## src/rtl/keyed_prio_intr_ctrl.sv

```systemverilog
// Key-locked, fixed-priority interrupt controller with sticky pending bits.
// The reported group/channel are XOR-scrambled until the correct key is committed.
module keyed_prio_intr_ctrl #(
    parameter int NCH = 9,
    parameter int NGRP = 3,
    parameter int KEY_W = 16,
    parameter logic [KEY_W-1:0] KEY_VAL = 16'hA5C3,
    parameter int MAX_FAIL = 3,
    localparam int CH_W = $clog2(NCH),
    localparam int GRP_W = ($clog2(NGRP) > 1) ? $clog2(NGRP) : 1
) (
    input  logic                 clk,
    input  logic                 rst,
    input  logic [NGRP*NCH-1:0]  req,
    input  logic [NGRP-1:0]      grp_en,
    input  logic                 ack,
    input  logic [GRP_W-1:0]     ack_grp,
    input  logic [CH_W-1:0]      ack_chan,
    input  logic                 key_shift,
    input  logic                 key_bit,
    input  logic                 key_commit,
    output logic                 irq_valid,
    output logic [GRP_W-1:0]     irq_grp,
    output logic [CH_W-1:0]      irq_chan,
    output logic                 unlocked,
    output logic                 blocked
);
    localparam int NREQ = NGRP * NCH;
    localparam int FAIL_W = $clog2(MAX_FAIL + 1);

    typedef enum logic [1:0] {LOCKED, UNLOCKED, BLOCKED} state_t;

    state_t             state_reg, state_next;
    logic [FAIL_W-1:0]  fail_reg, fail_next;
    logic [KEY_W-1:0]   key_reg, key_next;
    logic [NREQ-1:0]    pending_reg, pending_next;
    logic [NREQ-1:0]    ack_mask, masked;
    logic               found;
    logic [GRP_W-1:0]   tg;
    logic [CH_W-1:0]    tc;
    logic               irq_valid_reg, irq_valid_next;
    logic [GRP_W-1:0]   irq_grp_reg, irq_grp_next;
    logic [CH_W-1:0]    irq_chan_reg, irq_chan_next;
    logic [CH_W-1:0]    corr_chan;
    logic [GRP_W-1:0]   corr_grp;

    // Decoding against every in-range index means out-of-range acks match nothing.
    genvar gi, ci;
    generate
        for (gi = 0; gi < NGRP; gi++) begin : g_grp
            for (ci = 0; ci < NCH; ci++) begin : g_ch
                assign ack_mask[gi*NCH+ci] = ack && (ack_grp == GRP_W'(gi)) && (ack_chan == CH_W'(ci));
            end
            assign masked[gi*NCH +: NCH] = pending_next[gi*NCH +: NCH] & {NCH{grp_en[gi]}};
        end
    endgenerate

    assign pending_next = (pending_reg & ~ack_mask) | req;

    // Group-major scan: first hit is the lowest enabled group, lowest channel.
    always_comb begin
        found = 1'b0;
        tg    = '0;
        tc    = '0;
        for (int g = 0; g < NGRP; g++) begin
            for (int c = 0; c < NCH; c++) begin
                if (!found && masked[g*NCH+c]) begin
                    found = 1'b1;
                    tg    = GRP_W'(g);
                    tc    = CH_W'(c);
                end
            end
        end
    end

    always_comb begin
        state_next = state_reg;
        fail_next  = fail_reg;
        key_next   = key_reg;
        if (state_reg != BLOCKED) begin
            if (key_shift)
                key_next = {key_reg[KEY_W-2:0], key_bit};
            if (key_commit) begin
                if (key_reg == KEY_VAL) begin
                    state_next = UNLOCKED;
                    fail_next  = '0;
                end else if (fail_reg + FAIL_W'(1) == FAIL_W'(MAX_FAIL)) begin
                    state_next = BLOCKED;
                    fail_next  = fail_reg + FAIL_W'(1);
                end else begin
                    state_next = LOCKED;
                    fail_next  = fail_reg + FAIL_W'(1);
                end
            end
        end
    end

    assign corr_chan = key_reg[CH_W-1:0] ^ KEY_VAL[CH_W-1:0];
    assign corr_grp  = key_reg[CH_W+GRP_W-1:CH_W] ^ KEY_VAL[CH_W+GRP_W-1:CH_W];

    // Outputs use the state and key as they stand at this edge.
    always_comb begin
        irq_valid_next = found && (state_reg != BLOCKED);
        irq_grp_next   = '0;
        irq_chan_next  = '0;
        case (state_reg)
            UNLOCKED: begin
                irq_grp_next  = tg;
                irq_chan_next = tc;
            end
            LOCKED: begin
                irq_grp_next  = tg ^ corr_grp;
                irq_chan_next = tc ^ corr_chan;
            end
            default: begin
                irq_grp_next  = '0;
                irq_chan_next = '0;
            end
        endcase
    end

    always_ff @(posedge clk) begin
        if (rst) begin
            state_reg     <= LOCKED;
            fail_reg      <= '0;
            key_reg       <= '0;
            pending_reg   <= '0;
            irq_valid_reg <= 1'b0;
            irq_grp_reg   <= '0;
            irq_chan_reg  <= '0;
        end else begin
            state_reg     <= state_next;
            fail_reg      <= fail_next;
            key_reg       <= key_next;
            pending_reg   <= pending_next;
            irq_valid_reg <= irq_valid_next;
            irq_grp_reg   <= irq_grp_next;
            irq_chan_reg  <= irq_chan_next;
        end
    end

    assign irq_valid = irq_valid_reg;
    assign irq_grp   = irq_grp_reg;
    assign irq_chan  = irq_chan_reg;
    assign unlocked  = (state_reg == UNLOCKED);
    assign blocked   = (state_reg == BLOCKED);
endmodule

```

## config.mk

```make
export PLATFORM = sky130hd
export DESIGN_NAME = keyed_prio_intr_ctrl
export DESIGN_NICKNAME = d
export VERILOG_FILES = /design/src/rtl/keyed_prio_intr_ctrl.sv
export SDC_FILE = /design/constraint.sdc
export NUM_CORES = 1
export LEC_CHECK = 0
export CAP_MARGIN = 10
export CORE_ASPECT_RATIO = 0.8
export CORE_MARGIN = 5
export CORE_UTILIZATION = 59
export CTS_BUF_LIST = sky130_fd_sc_hd__clkbuf_2
export DETAILED_ROUTE_END_ITERATION = 6
export GPL_TIMING_DRIVEN = 0
export PLACE_DENSITY_LB_ADDON = 0.25
export SETUP_SLACK_MARGIN = 0.1
export SYNTH_ARGS = -nofsm -noshare
export SYNTH_HDL_FRONTEND = slang
export SYNTH_SLANG_ARGS = --single-unit
export TNS_END_PERCENT = 50
```

## constraint.sdc

```tcl
create_clock -name clk -period 3.7 [get_ports clk]
set_input_delay 0.74 -clock clk [delete_from_list [all_inputs] [get_ports clk]]
set_output_delay 0.74 -clock clk [all_outputs]
set_load 0.1 [all_outputs]
```

==> results.py, run 1 <==
metrics = {
    "status": {
        "status": "finished, final reports clean",
    },
    "synthesis": {
        "synth-async-reset-ratio_pct": 0,
        "synth_enable_flop_cells": 0,
        "synth_top_family_by_area": "simple AND/OR/NAND/NOR gates",
        "synth_xor_area_share_pct": 0.602,
        "yosysWarnings": 0,
        "ys_ff_latch": 54,
        "synth.top_cell.area_share_pct": 37.2,
        "avgSynthCellArea_um2": 8.26,
        "yosysSeqAreaShare_pct": 37.2,
        "yosysUniqueCellTypes": 62,
        "syn_area_um2": 2910,
        "synth_top_area_cell": "dfxtp_1",
        "synth_most_common_cell": "nor2_1",
        "synth.net_count": 395,
        "yosys.area_share.simple_pct": 31.8,
        "synth_common_cells": "nor2_1, dfxtp_1, nand2_1",
        "synthAdderAreaFrac_pct": 0.430,
        "dominantRegCellSynth": "dfxtp_1",
        "synth_compound_area_share_pct": 24.1,
        "synthTopCellsByArea": "dfxtp_1, nor2_1, nand2_1",
        "netlist_instances": 352,
        "muxShareOfSynthArea_pct": 0.688,
    },
    "drt": {
        "antenna_left": 0,
        "routed_wirelength_um": 7280,
        "first_pass_iters": 5,
        "vias": 2805,
        "drt_iter0_markers": 282,
        "wl_per_cell_um": 15.7,
        "remaining_drc_errors": 0,
        "via_per_inst": 6.05,
    },
    "worst_setup_path": {
        "cp_data_required_time_ps": 4100,
        "cp-end-kind": "flop",
        "path_max_fanout": 10,
        "worstSetupPathType": "in2reg",
        "cp-start-kind": "input pin",
        "critPathArrivalTime_ps": 3650,
    },
    "timing": {
        "finalClockSkew_ps": 23.9,
        "relSlewSlack_pct": 35.0,
        "slew_viol_final": 0,
        "tightest_slew_ps": 972,
        "grt_setup_unrepaired": "no",
        "fmax_ghz": 0.307,
        "final.min_clock_period_ps": 3260,
        "setup_viol": 0,
        "hold_viol_final": 0,
        "tns_ps": 0,
        "post-route-period-util_pct": 88.1,
    },
    "worst_hold_path": {
        "hold_class": "reg2reg",
    },
    "clock_network": {
        "numCtsBuffers": 5,
        "post_cts_resized": 0,
        "cts_buffer_depth": 2,
        "cts_tree": "built",
        "clk-insertion-delay-late_ps": 460,
        "clk_pin_slew_ps": 270,
        "cts.sinks": 54,
        "postCtsHoldBufs": 0,
        "post-cts-setup-buffers": 0,
        "htree_levels": 2,
        "root_buffer": "clkbuf_2",
    },
    "global_routing": {
        "antenna_found_initial": 0,
        "grt-ovfl-total": 0,
        "grt_pass1_wl_um": 11400,
        "grt_max_degree": 18,
        "grt_pass1_vias": 2436,
        "grtUsageTotal_pct": 22.4,
    },
    "final_layout": {
        "final-seq-area_um2": 1080,
        "largest_register_ffs": 27,
        "multiInputGateArea_um2": 1680,
        "fin_nets": 446,
        "num_antenna_cells": 0,
        "drive_above_1_share_pct": 8.91,
        "layoutNonFillerInstCount": 464,
        "syn_to_final_growth_pct": 20.1,
        "nFillCells": 373,
    },
    "floorplanning": {
        "initial_utilization_pct": 62.1,
        "num_rows": 22,
        "fp.dieW_um": 88.5,
        "core-area_um2": 4680,
        "die_height_um": 72.8,
        "die-area_um2": 6440,
        "ios": 51,
    },
    "place": {
        "portBuffers": 44,
        "dp_hpwl_um": 5540,
        "place_congestion": 0.919,
        "placed_cells_incl_taps": 456,
    },
    "power_and_ir_drop": {
        "leakage_nw": 1.32,
        "vdd_drop_max_mv": 0.217,
        "power.density_nw_per_um2": 346,
    },
    "run": {
        "drv_cap": 0,
    },
}
## through the flow
stage	setup slack [ps]	instance area (µm²)	utilization (%)	power, mW	hold slack, ps
4_1_cts	511	3490	74.6	1.21	485
3_5_place_dp	80.6	3420	73.2	0.905	457
5_1_grt	251	3490	74.6	1.25	501
6_report	442	3490	74.6	1.21	483
2_1_floorplan	967	2910	-	0.814	432
3_3_place_gp	141	3420	73.2	0.900	439
## final cells by class
type                    count  area share, %
plain buffers              20           3.22
clock buffers               5          0.717
clock inverters             3           1.25
inverters                  10           1.07
multi-input cells         268           48.0
flip-flops and latches     54           31.0
well taps                  60           2.15
repair buffers             44           12.6
## worst paths after layout
path	start	to	slack [ps]	cells past startpoint
setup / recovery	ack	irq_chan[2]$_SDFF_PP0_	440	9
hold / removal	key_reg[15]$_SDFFE_PP0P_	key_reg[15]$_SDFFE_PP0P_	480	2
setup reg to reg	pending_reg[14]$_SDFF_PP0_	irq_chan[2]$_SDFF_PP0_	1350	7
hold reg to reg	key_reg[15]$_SDFFE_PP0P_	key_reg[15]$_SDFFE_PP0P_	480	2
## report_power, final
part,internal [mW],leakage (nW),switching [mW]
Combinational,0.108,0.830,0.166
Clock,0.116,0.0433,0.194
Sequential,0.614,0.446,0.0107
## worst max-delay path, stage by stage
cell and delay, ps:
clkdlybuf4s50_1 540, buf_2 250, buf_2 270, a41oi_1 250, o41ai_1 740, or3b_1 220
a21oi_1 60, a211oi_1 360, mux2i_1 230
## cell usage in the layout, fill, tap and decap left out, drive strengths merged, types with 3 or more instances in the layout
cell	instances
a21oi	31
a41o	8
o21ai	10
or3	3
buf	8
nor2b	7
nor2	61
and4bb	3
inv	11
nand2	45
o211ai	5
and4b	3
clkbuf	17
dfxtp	54
nand4	4
nor3	5
nand3	3
nor4b	7
a41oi	8
clkdlybuf4s50	44
a21boi	6
a21o	4
nor4	3
a211oi	4
nand2b	8
## layer usage
metal	GRT usage, %	part of all wire (%)	vias to the layer above
li1	-	-	1372
met1	33.8	46	1300
met2	33.3	43	124
met3	4.51	9.2	9
met4	4.03	1.1	0
met5	0	0	-
## cells by family (layout without fill, tap and decap cells)
kind of cell | after synthesis | after routing
fa+ha+maj | 1 | 1
compound gates | 94 | 94
mux | 2 | 2
simple gates | 169 | 169
xor+xnor | 2 | 2
buf+inv | 30 | 82
flops | 54 | 54
Power figures use the tool's default switching activity.
==> inputs of run 2 (changes only) <==
--- a/config.mk
+++ b/config.mk
@@ -16,2 +16,3 @@
 export SETUP_SLACK_MARGIN = 0.1
+export SLEW_MARGIN = 0
 export SYNTH_ARGS = -nofsm -noshare
--- a/constraint.sdc
+++ b/constraint.sdc
@@ -3,2 +3,2 @@
 set_output_delay 0.74 -clock clk [all_outputs]
-set_load 0.1 [all_outputs]
+set_load 0.05 [all_outputs]
==> results of run 2 <==
The final DEF is identical to that of run 1. Status: finished, final reports clean.
Among the figures that moved: total power 1.21 mW -> 1.19 mW
==> inputs of run 3 (changes only) <==
CAP_MARGIN = unset   (was 10)
SLEW_MARGIN = 20   (was 0)
==> results of run 3 <==
The final DEF is identical to that of run 1. Status: finished, final reports clean.
Among the figures that moved: total power 1.21 mW -> 1.19 mW
